<file path="src/rtl/spi_slave_ctrl.sv">
// rtl/spi_slave_ctrl.sv - SPI mode-0 slave byte engine with one-entry TX holding register
module spi_slave_ctrl #(
    parameter int DATA_WIDTH  = 8,
    parameter int SYNC_STAGES = 2
) (
    input  logic                  clk_i,
    input  logic                  arst_i,
    input  logic                  soft_rst_i,
    input  logic                  enable_i,
    input  logic                  lsb_first_i,
    input  logic                  tx_valid_i,
    input  logic [DATA_WIDTH-1:0] tx_data_i,
    output logic                  tx_ready_o,
    output logic                  rx_valid_o,
    output logic [DATA_WIDTH-1:0] rx_data_o,
    output logic                  underrun_o,
    output logic                  busy_o,
    input  logic                  spi_clk_i,
    input  logic                  spi_cs_n_i,
    input  logic                  spi_mosi_i,
    output logic                  spi_miso_o,
    output logic                  spi_miso_oe_o
);

    localparam int CNT_W = $clog2(DATA_WIDTH + 1);

    typedef enum logic [1:0] {
        StateIdle,
        StateLoad,
        StateShift,
        StateNext
    } state_t;

    logic [SYNC_STAGES-1:0] sclk_sync;
    logic [SYNC_STAGES-1:0] cs_sync;
    logic [SYNC_STAGES-1:0] mosi_sync;
    logic                   sclk_d;
    logic                   cs_d;
    logic                   sclk_s;
    logic                   cs_s;
    logic                   mosi_s;
    logic                   sclk_rise;
    logic                   sclk_fall;
    logic                   cs_rise;
    logic                   cs_fall;

    state_t                 state;
    logic                   hold_full;
    logic [DATA_WIDTH-1:0]  hold_data;
    logic                   accept;
    logic [DATA_WIDTH-1:0]  tx_shift;
    logic [DATA_WIDTH-1:0]  rx_shift;
    logic [DATA_WIDTH-1:0]  rx_next;
    logic [CNT_W-1:0]       bit_cnt;
    logic                   lsb_q;

    assign sclk_s    = sclk_sync[SYNC_STAGES-1];
    assign cs_s      = cs_sync[SYNC_STAGES-1];
    assign mosi_s    = mosi_sync[SYNC_STAGES-1];
    assign sclk_rise = sclk_s & ~sclk_d;
    assign sclk_fall = ~sclk_s & sclk_d;
    assign cs_rise   = cs_s & ~cs_d;
    assign cs_fall   = ~cs_s & cs_d;

    always_ff @(posedge clk_i or posedge arst_i) begin
        if (arst_i) begin
            sclk_sync <= '0;
            cs_sync   <= '1;
            mosi_sync <= '0;
            sclk_d    <= 1'b0;
            cs_d      <= 1'b1;
        end else if (soft_rst_i) begin
            sclk_sync <= '0;
            cs_sync   <= '1;
            mosi_sync <= '0;
            sclk_d    <= 1'b0;
            cs_d      <= 1'b1;
        end else begin
            sclk_sync <= {sclk_sync[SYNC_STAGES-2:0], spi_clk_i};
            cs_sync   <= {cs_sync[SYNC_STAGES-2:0], spi_cs_n_i};
            mosi_sync <= {mosi_sync[SYNC_STAGES-2:0], spi_mosi_i};
            sclk_d    <= sclk_s;
            cs_d      <= cs_s;
        end
    end

    // A write into an empty register during the load cycle is kept for the next word.
    assign accept = tx_valid_i & ~hold_full;

    always_ff @(posedge clk_i or posedge arst_i) begin
        if (arst_i) begin
            hold_full <= 1'b0;
            hold_data <= '0;
        end else if (soft_rst_i) begin
            hold_full <= 1'b0;
            hold_data <= '0;
        end else if (accept) begin
            hold_full <= 1'b1;
            hold_data <= tx_data_i;
        end else if (state == StateLoad) begin
            hold_full <= 1'b0;
        end
    end

    assign rx_next = lsb_q ? {mosi_s, rx_shift[DATA_WIDTH-1:1]}
                           : {rx_shift[DATA_WIDTH-2:0], mosi_s};

    always_ff @(posedge clk_i or posedge arst_i) begin
        if (arst_i) begin
            state      <= StateIdle;
            tx_shift   <= '0;
            rx_shift   <= '0;
            bit_cnt    <= '0;
            lsb_q      <= 1'b0;
            rx_data_o  <= '0;
            rx_valid_o <= 1'b0;
        end else if (soft_rst_i) begin
            state      <= StateIdle;
            tx_shift   <= '0;
            rx_shift   <= '0;
            bit_cnt    <= '0;
            lsb_q      <= 1'b0;
            rx_data_o  <= '0;
            rx_valid_o <= 1'b0;
        end else begin
            rx_valid_o <= 1'b0;
            if (cs_rise || !enable_i) begin
                state <= StateIdle;
            end else begin
                case (state)
                    StateIdle: begin
                        if (cs_fall) state <= StateLoad;
                    end
                    StateLoad: begin
                        tx_shift <= hold_full ? hold_data : '1;
                        lsb_q    <= lsb_first_i;
                        bit_cnt  <= '0;
                        state    <= StateShift;
                    end
                    StateShift: begin
                        if (sclk_rise) begin
                            rx_shift <= rx_next;
                            bit_cnt  <= bit_cnt + CNT_W'(1);
                            if (bit_cnt == CNT_W'(DATA_WIDTH - 1)) begin
                                rx_data_o  <= rx_next;
                                rx_valid_o <= 1'b1;
                                state      <= StateNext;
                            end
                        end else if (sclk_fall && bit_cnt != '0) begin
                            tx_shift <= lsb_q ? (tx_shift >> 1) : (tx_shift << 1);
                        end
                    end
                    StateNext: begin
                        if (sclk_fall) state <= StateLoad;
                    end
                    default: state <= StateIdle;
                endcase
            end
        end
    end

    assign tx_ready_o    = ~hold_full;
    assign underrun_o    = (state == StateLoad) & ~hold_full;
    assign busy_o        = (state != StateIdle);
    assign spi_miso_oe_o = (state != StateIdle);
    assign spi_miso_o    = spi_miso_oe_o & (lsb_q ? tx_shift[0] : tx_shift[DATA_WIDTH-1]);

endmodule

</file>
<file path="config.mk">
export PLATFORM = sky130hd
export DESIGN_NAME = spi_slave_ctrl
export DESIGN_NICKNAME = d
export VERILOG_FILES = /design/src/rtl/spi_slave_ctrl.sv
export SDC_FILE = /design/constraint.sdc
export NUM_CORES = 1
export LEC_CHECK = 0
export ABC_AREA = 1
export CORE_UTILIZATION = 57
export CTS_BUF_LIST = sky130_fd_sc_hd__clkbuf_8
export CTS_CLUSTER_SIZE = 12
export DETAILED_ROUTE_END_ITERATION = 12
export GPL_ROUTABILITY_DRIVEN = 0
export PLACE_DENSITY = 0.84
export SLEW_MARGIN = 20
export SYNTH_ARGS = -nofsm -noshare
export SYNTH_HDL_FRONTEND = slang
export SYNTH_SLANG_ARGS = --single-unit
</file>
<file path="constraint.sdc">
create_clock -name clk_i -period 2.1 [get_ports clk_i]
set_clock_uncertainty 0.2 [all_clocks]
set_input_delay 0.21 -clock clk_i [delete_from_list [all_inputs] [get_ports clk_i]]
set_output_delay 0.21 -clock clk_i [all_outputs]
set_load 0.03 [all_outputs]
</file>
Word-level counts from Yosys, hierarchy flattened

Cells that the tools add are included.

Register bits: 49
Input port bits: 17
Logic and storage cells: 105

Add/sub/neg operators: 1
Equality and inequality tests: 12
Multiplexer cells: 47
Bitwise logic cells: 12
Reduce and logical (&&, ||, !) cells: 19

Operators with widths:

| cell                  | count |
|---|---|
| $mux W8               | 18 |
| $mux W2               | 9 |
| $ne A4 B4 Y1 const B  | 4 |
| $pmux W8 S2           | 1 |
| $mux W1               | 14 |
| $mux W4               | 3 |
| $reduce_and A4 Y1     | 3 |
| $reduce_bool A2 Y1    | 6 |
| $ne A3 B3 Y1 const B  | 3 |
| $pmux W2 S4           | 1 |
| $pmux W4 S2           | 1 |
| $and A1 B1 Y1         | 7 |
| $reduce_and A3 Y1     | 2 |
| $reduce_bool A3 Y1    | 2 |
| $not A1 Y1            | 5 |
| $add A4 B1 Y4 const B | 1 |
| $eq A2 B2 Y1 const B  | 2 |
| $eq A4 B3 Y1 const B  | 1 |
| $reduce_bool A4 Y1    | 1 |
| $eq A2 B1 Y1 const B  | 1 |
| $logic_not A2 Y1      | 1 |
| $ne A2 B2 Y1 const B  | 1 |
| $reduce_and A2 Y1     | 1 |
| $logic_and A1 B1 Y1   | 1 |
| 2 further kinds       | 2 |

Longest topological paths before layout

Word-level depth: 8
Gate-level depth with buffers: 10
Gate-level depth less buffers: 10

Worst setup path after synthesis

Ideal clock, no wire load.

Path kind: register -> output
From: register state[0]
To: output spi_miso_o
Data arrival time: 1.507 ns
Slack: 0.183 ns
Cell stages (with the launch flop): 6
Buffers on the path: 0
Cells stage by stage: dfrtp_1 -> inv_1 -> ha_1 -> inv_1 -> o21ai_0 -> a21oi_1

Word-level cells in the longest chain between the ends: 2

Ends and longest elaborated chain:

| element                  | RTL line | RTL |
|---|---|---|
| start: declaration       | 47       | `state_t state;` |
| start signal: assignment | 110      | `state <= StateIdle;` |
| start signal: assignment | 118      | `state <= StateIdle;` |
| start signal: assignment | 128      | `state <= StateIdle;` |
| $reduce_bool A2 Y1       | n/a      |  |
| via busy_o               | 17       | `output logic busy_o,` |
| $and A1 B1 Y1            | 166      | `assign spi_miso_o = spi_miso_oe_o & (lsb_q ? tx_shift[0] : tx_shift[DATA_WIDTH-1]);` |
| end: declaration         | 21       | `output logic spi_miso_o,` |

The timed path passes the listed nets, and every way through them passes these cells.

Final worst setup path

From: register state[1]
To: output underrun_o

Word-level cells in the longest chain between the ends: 2

Ends and longest elaborated chain:

| element          | RTL line | RTL |
|---|---|---|
| $eq A2 B1 Y1     | 163      | `assign underrun_o = (state == StateLoad) & ~hold_full;` |
| $and A1 B1 Y1    | 163      |  |
| end: declaration | 16       | `output logic underrun_o,` |

Every way passes these cells.

==> results.yml <==
run_status:
  outcome: "finished, final reports clean"
global_route:
  overflow: 0
  track_usage_pct: 26.7
  grt_start_max_net_pins: 28
  grt_first_pass_wirelength_um: 9030
  grt_pass1_vias: 1958
  antenna_found_initial: 0
synth:
  synth_seq_area_share_pct: 48.9
  ys_top_cells_by_count: "78 x nand2_1, 46 x dfrtp_1, 43 x inv_1"
  synth.top_cell.area_share_pct: 45.7
  syn_nets: 344
  synth_edf_count: 0
  syn_area_um2: 2520
  synthTopCellsByArea: "dfrtp_1 46%, nand2_1 12%, nand3_1 7.0%"
  synth_area_leader_cell: "dfrtp_1"
  ys_ff_latch: 49
  synthArstFlopShare_pct: 100
  synth_most_common_cell: "nand2_1"
  syn_area_per_cell_um2: 7.87
  postSynthCellCount: 320
  yosysWarnings: 0
  yosysUniqueCellTypes: 24
  synth_ff_type: "dfrtp_1"
die:
  die_w_um: 68.5
  num_rows: 23
  die-area_um2: 4690
  pin_count: 31
  start_util_pct: 61.2
  core_area_um2: 4120
  die_y_um: 68.5
worst_setup_path:
  reg2regPathDepth: 7
  end_kind: "output port"
  crit_start: "state[1]"
  critPathKind: "reg -> out"
  slowest_stage: "dfrtp_1"
  worstPathRequired_ns: 1.69
  critPathBufInv: 3
  cp.depth: 5
  crit_arrival_ns: 1.59
  startpoint_type: "register"
  cp_top_family: "buffers and inverters"
  cp_cell_sequence: "inv_1 -> ha_1 -> inv_1 -> nor2_1 -> dlygate4sd2_1"
  slowest_delay_ns: 0.45
  worst_r2r_startpoint: "state[0]"
  path_max_fanout: 5
  crit_top_cell: "inv_1"
flow_run:
  drv_cap: 0
sta:
  max_freq_ghz: 0.500
  rsz0062_at_grt: "false"
  min_period_ns: 2.00
  timing.final.ws_setup_ns: 0.100
  slew_violations: 0
  maxSlewHeadroom_pct: 66.9
  finalCritPeriodShare_pct: 95.2
  hold_viol: 0
  worstMarginPinSlew_ns: 0.496
  setup_violations: 0
  totalNegativeSetupSlack_ns: 0
pwr:
  p_int_mw: 1.69
  p_total_mw: 2.36
  power_frac_comb_pct: 20.3
  p_switching_mw: 0.673
  swShare_pct: 28.5
  power_frac_clock_pct: 33.1
  ir_drop_mv: 0.553
  p_leak_nw: 1.54
  sequentialPowerShare_pct: 46.6
  p_per_area_nw_per_um2: 781
clock_tree:
  clock_path_buffers: 2
  path_clk_slew_ns: 0.09
  clockRootBuffer: "clkbuf_8"
  cts_sinks: 49
  cts_tree: "yes"
  clk_latency_ns: 0.30
  post-cts-setup-buffers: 0
  cts-htree-levels: 2
  cts_buffers: 5
final_layout:
  antennaDiodeCount: 0
  layoutNonFillerInstCount: 405
  fin_nets: 378
  final_layout_size_suffix_gt1_share_pct: 9.86
  multiInputGateArea_um2: 1060
  syn2layout_area_growth_pct: 20.0
  register_area_um2: 1230
  nFillCells: 299
  postLayoutCoreUtil_pct: 73.4
place:
  hpwl_um: 3890
  io_buffers: 30
  post-place-ws_ns: 0.187
  placed_cells: 397
routing:
  drt_wl_total_um: 5560
  post_drt_wl_per_cell_um: 13.7
  drc_errors: 0
  drtPass1Iterations: 7
  drt_iter0_markers: 252
  vias_per_cell: 5.59
  ant_nets: 0
  vias: 2263
min_path:
  hp-class: "in -> async"
[logic make-up after synthesis]
kind of cell / after synthesis / share of synthesized area (%)
compound gates: 49 / 10.8
flops: 49 / 48.9
simple gates: 159 / 27.8
fa+ha+maj: 7 / 3.48
buf+inv: 56 / 9.05
[power by group through the flow]
stage	clock, mW	combinational, mW	sequential [mW]
after floorplan	0	0.275	1.14
after global routing	0.832	0.531	1.11
final	0.781	0.480	1.10
after global placement	0	0.465	1.11
after detailed placement	0	0.477	1.11
after CTS	0.797	0.477	1.10
[state kept, by name, indices dropped and copies added (netlist names)]
| name | flops |
|---|---|
| state | 2 |
| sclk_d | 1 |
| lsb_q | 1 |
| bit_cnt | 4 |
| rx_shift | 8 |
| cs_d | 1 |
| tx_shift | 8 |
| hold_data | 8 |
| cs_sync | 2 |
| rx_valid_o | 1 |
| hold_full | 1 |
| rx_data_o | 8 |
| sclk_sync | 2 |
| mosi_sync | 2 |
[path summary, 6_finish.rpt]
path                            slack (ns)           end
worst min-delay path                  0.05         lsb_q
worst max-delay path                  0.10    underrun_o
max in group asynchronous             1.15   rx_shift[6]
worst min register to register        0.27  sclk_sync[1]
worst max register to register        0.20  rx_data_o[3]
min in group clk_i                    0.22  mosi_sync[0]
[per-stage QoR]
stage / instance area (µm²) / hold slack (ns)
6_report: 3020 / 0.0451
5_1_grt: 3020 / 0.103
4_1_cts: 3020 / 0.0504
3_5_place_dp: 2890 / 0.253
3_3_place_gp: 2890 / 0.241
2_1_floorplan: 2520 / 0.111
[cells in the final DEF, fill, tap and decap left out]
| cell | instances |
|---|---|
| o21ai_0 | 31 |
| o21ai_4 | 1 |
| dlygate4sd2_1 | 3 |
| nor2_2 | 1 |
| inv_1 | 42 |
| buf_12 | 1 |
| o21ai_2 | 1 |
| nand3_2 | 1 |
| nor3_1 | 1 |
| o21ai_1 | 1 |
| dfrtp_1 | 46 |
| clkbuf_8 | 5 |
| nor2_1 | 23 |
| nand3_1 | 35 |
| inv_2 | 3 |
| nand2_2 | 4 |
| a21oi_1 | 14 |
| dfstp_2 | 3 |
| a21oi_4 | 1 |
| buf_4 | 8 |
| nand2_1 | 78 |
| ha_1 | 7 |
| clkdlybuf4s50_1 | 26 |
| or2_2 | 3 |
| clkinv_2 | 1 |
| bufinv_16 | 2 |
| nand4_1 | 13 |
[area by class of cell]
type	instances	share of cell area, %
multi-input combinational	215	35.1
timing repair buffer	38	12.1
inverter	45	5.59
tap	50	2.07
clock inverter	3	2.15
sequential	49	40.7
clock buffer	5	2.28
[layer usage]
metal	track usage, %	part of all wire [%]	routed length [µm]
met5	0	0	0
met2	38.4	44	2440
met1	38.9	47	2640
met4	10.9	1.8	101
met3	5.67	6.9	382
[what timing repair did]
item | in CTS | in global routing
gates resized for setup | 3 | 0
hold buffers | 0 | 0
endpoints found under the hold margin | 0 | 0
endpoints found under the setup margin | 3 | 0
No activity file was read; power rests on OpenSTA's default activity.
==> edit 1: new RTL, same flow settings <==
Register the output `underrun_o`; this adds one clock of latency there. The other outputs are not delayed to match.
--- a/src/rtl/spi_slave_ctrl.sv
+++ b/src/rtl/spi_slave_ctrl.sv
@@ -160,7 +160,9 @@
     end
 
     assign tx_ready_o    = ~hold_full;
-    assign underrun_o    = (state == StateLoad) & ~hold_full;
+    always_ff @(posedge clk_i) begin
+        underrun_o <= (state == StateLoad) & ~hold_full;
+    end
     assign busy_o        = (state != StateIdle);
     assign spi_miso_oe_o = (state != StateIdle);
     assign spi_miso_o    = spi_miso_oe_o & (lsb_q ? tx_shift[0] : tx_shift[DATA_WIDTH-1]);
Function: changed (a bounded check fails within 4 cycles, from zero or initial values and one cycle with arst_i high).
==> edit 1 against the unedited design <==
Sequential cell count rose by 1. Setup slack improved by 37 ps. Highest routed layer unchanged. Total power fell by 8.6%. Wire length fell by 2.4%. Design area fell by 0.75%. Die area rose by 0.78%. Count of clock-buffer cells in the layout rose by 1. Clock power fell by 28%. Combinational power fell by 0.8%. Global-route usage fell by 0.90 points. Synthesized cell count rose by 0.31%. Synthesized area rose by 0.80%.
==> edit 1: results (changes against the unedited design) <==
Synthesis
The fraction of the yosys area taken by sequential cells is 49.3% (was 48.9%). The main flop type after synthesis is sky130_fd_sc_hd__dfrtp_1 (unchanged). The number of distinct library cells after synthesis is 25 (was 24). The number of synthesis warnings is 0 (unchanged).

The synthesized netlist cell count is 321 (was 320). The async set or reset register ratio after synthesis is 98.0% (was 100%). Most instantiated cells after synthesis: 78 x sky130_fd_sc_hd__nand2_1, 46 x sky130_fd_sc_hd__dfrtp_1, 43 x sky130_fd_sc_hd__inv_1 (unchanged). The net count after synthesis came to 345 (was 344).

Dominant cells by area after synthesis: sky130_fd_sc_hd__dfrtp_1 45%, sky130_fd_sc_hd__nand2_1 12%, sky130_fd_sc_hd__nand3_1 6.9% (was sky130_fd_sc_hd__dfrtp_1 46%, sky130_fd_sc_hd__nand2_1 12%, sky130_fd_sc_hd__nand3_1 7.0%).

GRT
The initial antenna violation count is 0 (unchanged). The pin count of the biggest net entering global routing is 30 (was 28). The via count of the first global-routing pass was 1867 (was 1958). The overall global routing resource usage is 25.8% (was 26.7%). The first-pass GRT wire length was 8.70 mm (was 9.03 mm).

Final layout
The final antenna diode count came to 0 (unchanged). The layout filler cell count is 340 (was 299). The net total in the final layout is 379 (was 378).

The fraction of layout cells with a size suffix above 1 was 9.27% (was 9.86%).

Timing
The maximum frequency from static timing analysis is 510 MHz (was 500 MHz). The slew at the pin closest to its max-slew limit was 451 ps (was 496 ps).

Critical path
The top cell family by delay on the critical path is buffers and inverters (unchanged). The arrival time of the worst setup path is 1550 ps (was 1590 ps). The maximum fanout along the worst path came to 4 (was 5). The peak per-stage delay on the critical path is 410 ps (was 450 ps). The worst-path cell with the longest stage delay is sky130_fd_sc_hd__dlygate4sd2_1 (was sky130_fd_sc_hd__dfrtp_1).

Drt
The count of TritonRoute iterations in the first routing pass was 4 (was 7). The average wire per standard cell came to 13.4 µm (was 13.7 µm). The total length of routed wires came to 5.43 mm (was 5.56 mm).

The number of design-rule violations left by the first detailed-router iteration came to 189 (was 252). The detailed-route via count was 2196 (was 2263). The detailed-route DRC error count is 0 (unchanged).

Pwr
The total leakage power is 1.53 nW (was 1.54 nW). The switching part of the total power was 30.7% (was 28.5%). The peak supply drop is 0.521 mV (was 0.553 mV).

Clocking
The number of setup buffers added after CTS was 0 (unchanged). The clock-pin slew reported for the worst setup and hold paths after clock tree synthesis is about 80 ps. The number of buffers created by CTS is 5 (unchanged). The maximum buffer depth of the clock tree came to 2 (unchanged).

The CTS H-tree depth came to 2 (unchanged). The master cell of the clock root buffer is sky130_fd_sc_hd__clkbuf_8 (unchanged). At the later pin of the worst-skew pair, clock insertion delay measures between 300 and 400 ps. The total of cells resized after clock tree synthesis came to 2 (was 3).

Placement
The post-DP HPWL is 3.96 mm (was 3.89 mm). The number of placed cells counting well taps is 398 (was 397). The number of buffer cells added on primary ports is 30 (unchanged).

Outcome
Status: finished clean (unchanged).

Min path
The worst hold path class was in2async (unchanged).
[edit 1: changes by cell type after synthesis, sizes merged]
| cell | unedited run | this run |
|---|---|---|
| dfxtp | 0 | 1 |
[edit 1: path summary, 6_finish.rpt]
check | startpoint | end | slack [ps] | depth (start not counted)
max in group asynchronous | arst_i | lsb_q | 1170 | 3
worst max register to register | state[0] | rx_data_o[7] | 200 | 7
min in group clk_i | spi_mosi_i | mosi_sync[0] | 220 | 3
worst min-delay path | arst_i | mosi_sync[0] | 30 | 2
worst max-delay path | state[0] | spi_miso_oe_o | 140 | 4
worst min register to register | hold_full | underrun_o | 240 | 1
[edit 1: power by group through the flow]
| stage | combinational (mW) | sequential (mW) | clock, mW |
|---|---|---|---|
| 6_report | 0.476 | 1.12 | 0.564 |
| 3_5_place_dp | 0.479 | 1.13 | 0 |
| 5_1_grt | 0.532 | 1.13 | 0.610 |
| 2_1_floorplan | 0.271 | 1.17 | 0 |
| 4_1_cts | 0.477 | 1.12 | 0.570 |
| 3_3_place_gp | 0.466 | 1.13 | 0 |
[edit 1: cell type report]
type / instances / area share, %
clock buffer: 6 / 2.75
clock inverter: 2 / 0.250
inverter: 45 / 5.63
multi-input combinational: 215 / 35.3
sequential: 50 / 41.7
tap: 50 / 2.09
timing repair buffer: 38 / 12.3
[edit 1: stage by stage]
stage	total power [mW]	worst slack (ps)	instance area (µm²)
2_1_floorplan	1.44	183	2540
3_3_place_gp	1.60	205	2910
3_5_place_dp	1.61	190	2910
4_1_cts	2.17	135	3000
5_1_grt	2.27	83.3	3000
6_report	2.16	137	3000
[edit 1: layer usage]
layer / vias up / part of all wire, % / track usage (%)
li1: 1093 / - / -
met1: 1017 / 48 / 37.5
met2: 75 / 44 / 36.9
met3: 11 / 6.7 / 6.58
met4: 0 / 1.6 / 9.95
met5: - / 0 / 0
[edit 1: cells by family (layout without fill, tap and decap cells)]
group,count (synthesis),count (layout),share of synthesized area (%)
and+or+nand+nor,159,159,27.6
buffers and inverters,56,91,8.97
DFF,50,50,49.3
AOI/OAI and AO/OA,49,49,10.7
adders and majority gates,7,7,3.45
==> edit 2: new RTL, config.mk and constraints unchanged <==
Without the edit above. Set the parameter `DATA_WIDTH` to 16 (it was 8).
--- a/src/rtl/spi_slave_ctrl.sv
+++ b/src/rtl/spi_slave_ctrl.sv
@@ -1,6 +1,6 @@
 // rtl/spi_slave_ctrl.sv - SPI mode-0 slave byte engine with one-entry TX holding register
 module spi_slave_ctrl #(
-    parameter int DATA_WIDTH  = 8,
+    parameter int DATA_WIDTH  = 16,
     parameter int SYNC_STAGES = 2
 ) (
     input  logic                  clk_i,
Ports: changed (resized rx_data_o and tx_data_i); port bits go from 31 to 47. No check against the original RTL was run, so the function may have changed too.
==> edit 2 against the unedited design <==
Sequential share of layout area is 0.41 points higher. Final cell count is 71% higher. Sequential cell count is 33 higher. Synthesized area is 65% higher. Critical endpoint is now rx_data_o[14]. Largest power group unchanged. Register-to-register slack worse by 100 ps. Largest cell class unchanged. First-iteration DRC count is 34% higher. Design area is 65% higher. Total power is 50% higher. Critical path type is now reg2reg. Setup slack worse by 3.8 ps. Wire length is 68% higher.
==> edit 2: results (changes against the unedited design) <==
Placement
The post-DP HPWL is 5.90 mm (was 3.89 mm). The number of placed cells counting well taps is 670 (was 397). The number of buffer cells added on primary ports is 46 (was 30).

Final layout
The fraction of layout cells with a size suffix above 1 is 9.90% (was 9.86%). The final antenna diode count was 0 (unchanged). The layout filler cell count is 543 (was 299). The non-filler instance count after layout came to 692 (was 405). The net total in the final layout is 623 (was 378).

Critical path
The capturing point of the worst reg2reg path is rx_data_o[14] (was rx_data_o[3]). The reg-to-reg setup timing slack came to 100 ps (was 200 ps). The peak per-stage delay on the critical path is 430 ps (was 450 ps).

The top cell family by delay on the critical path is flip-flops (was buffers and inverters). The arrival time of the worst setup path is 2030 ps (was 1590 ps). The maximum fanout along the worst path is 16 (was 5). The worst reg2reg path startpoint is bit_cnt[0] (was state[0]). The worst-path cell with the longest stage delay was sky130_fd_sc_hd__dfrtp_1 (unchanged). The worst reg2reg path depth is 10 (was 7).

Clocking
The number of buffers created by CTS is 9 (was 5). The clock-pin slew reported for the worst setup and hold paths after clock tree synthesis is 90 ps (about the same). The maximum buffer depth of the clock tree came to 2 (unchanged). The master cell of the clock root buffer is sky130_fd_sc_hd__clkbuf_8 (unchanged). The clock latency on the worst-skew pair is 370 ps (was 300 ps). The CTS H-tree depth is 3 (was 2).

Synthesis
Dominant cells by area after synthesis: sky130_fd_sc_hd__dfrtp_1 48%, sky130_fd_sc_hd__nand2_1 13%, sky130_fd_sc_hd__nand3_1 9.1% (was sky130_fd_sc_hd__dfrtp_1 46%, sky130_fd_sc_hd__nand2_1 12%, sky130_fd_sc_hd__nand3_1 7.0%). The fraction of the yosys area taken by sequential cells is 49.6% (was 48.9%). The async set or reset register ratio after synthesis is 100% (unchanged). Most instantiated cells after synthesis: 142 x sky130_fd_sc_hd__nand2_1, 79 x sky130_fd_sc_hd__dfrtp_1, 75 x sky130_fd_sc_hd__nand3_1 (was 78 x sky130_fd_sc_hd__nand2_1, 46 x sky130_fd_sc_hd__dfrtp_1, 43 x sky130_fd_sc_hd__inv_1). The number of synthesis warnings is 0 (unchanged).

The average size of a mapped cell is 7.62 µm² (was 7.87 µm²). The number of distinct library cells after synthesis came to 23 (was 24). The main flop type after synthesis is sky130_fd_sc_hd__dfrtp_1 (unchanged). The net count after synthesis is 576 (was 344).

GRT
The pin count of the biggest net entering global routing came to 60 (was 28). The first-pass GRT wire length is 15.1 mm (was 9.03 mm). The initial antenna violation count came to 0 (unchanged). The via count of the first global-routing pass is 3310 (was 1958). The overall global routing resource usage is 25.8% (was 26.7%).

Drt
The count of TritonRoute iterations in the first routing pass is 5 (was 7). The number of design-rule violations left by the first detailed-router iteration is 338 (was 252). The ratio of routed vias to standard cells is 5.45 (was 5.59).

The total length of routed wires was 9.35 mm (was 5.56 mm).

Pwr
The total leakage power is 2.52 nW (was 1.54 nW). The peak supply drop is 0.439 mV (was 0.553 mV). The internal power is 2.47 mW (was 1.69 mW).

Outcome
Status: finished clean (unchanged).

Min path
The worst hold path class is in2async (unchanged).

Timing
The normalized max-slew margin was 62.9% (was 66.9%).
-- edit 2: cell count changes after synthesis, sizes merged --
cell / unedited run / this run
nand2: 82 / 145
o21ai: 34 / 74
nand3: 36 / 75
dfrtp: 46 / 79
nor2: 24 / 48
or2: 3 / 19
a21oi: 15 / 2
inv: 45 / 58
buf: 7 / 19
nand4: 13 / 2
clkbuf: 4 / 12
-- edit 2: power groups by stage --
| stage | combinational [mW] | sequential, mW | clock (mW) |
|---|---|---|---|
| 3_5_place_dp | 0.611 | 1.79 | 0 |
| 2_1_floorplan | 0.395 | 1.80 | 0 |
| 6_report | 0.630 | 1.77 | 1.14 |
| 3_3_place_gp | 0.591 | 1.79 | 0 |
| 5_1_grt | 0.709 | 1.78 | 1.21 |
| 4_1_cts | 0.615 | 1.76 | 1.14 |
-- edit 2: final cells by class --
class	count	share of cell area, %
Clock buffer	9	2.48
Clock inverter	7	1.43
Inverter	58	4.43
Multi-Input combinational cell	373	34.9
Sequential cell	82	41.1
Tap cell	96	2.40
Timing Repair Buffer	67	13.3
-- edit 2: worst max-delay path by stage --
stage	from	to	slack [ps]	cells after the start
2_1_floorplan	state[0]	spi_miso_o	200	5
3_3_place_gp	soft_rst_i	tx_shift[4]	90	7
3_5_place_dp	soft_rst_i	hold_data[5]	60	4
4_1_cts	state[1]	spi_miso_o	10	6
5_1_grt	bit_cnt[0]	rx_data_o[14]	0.5	10
6_report	bit_cnt[0]	rx_data_o[14]	100	10
-- edit 2: stage by stage --
step	instance area (µm²)	hold WS [ps]	util (%)	setup slack [ps]
after floorplan	4150	111	-	201
after global placement	4730	237	68.5	94.1
after detailed placement	4730	258	68.5	61.6
after CTS	4940	105	71.5	14.1
after global routing	5000	111	72.4	0.463
final	5000	90.1	72.4	96.2
-- edit 2: layer usage --
metal	wire length [µm]	share of wire, %	GRT usage, %	vias to the layer above
met5	0	0	0	-
met4	173	1.9	9.69	0
met3	567	6.1	4.55	19
met2	4560	49	39.9	167
met1	4040	43	36.5	1770
li1	-	-	-	1818
-- edit 2: cell families after synthesis --
family / count (synthesis) / synth area share (%)
AO/OA/AOI/OAI: 76 / 9.44
adder cells (fa/ha/maj): 7 / 2.11
buffers and inverters: 89 / 8.75
AND/OR/NAND/NOR: 290 / 30.1
flip-flops: 82 / 49.6
-- edit 2: tightest hold or removal path: stages --
cell and delay, ps:
sky130_fd_sc_hd__clkdlybuf4s50_1 450, sky130_fd_sc_hd__clkinvlp_4 110, sky130_fd_sc_hd__buf_12 280
-- edit 2: timing repair --
action | 4_1_cts | 5_1_grt
pin swaps | 0 | 1
hold buffers | 0 | 0
buffers inserted | 2 | 3
gates resized for setup | 3 | 7
gates cloned | 0 | 1
setup endpoints to repair | 4 | 12
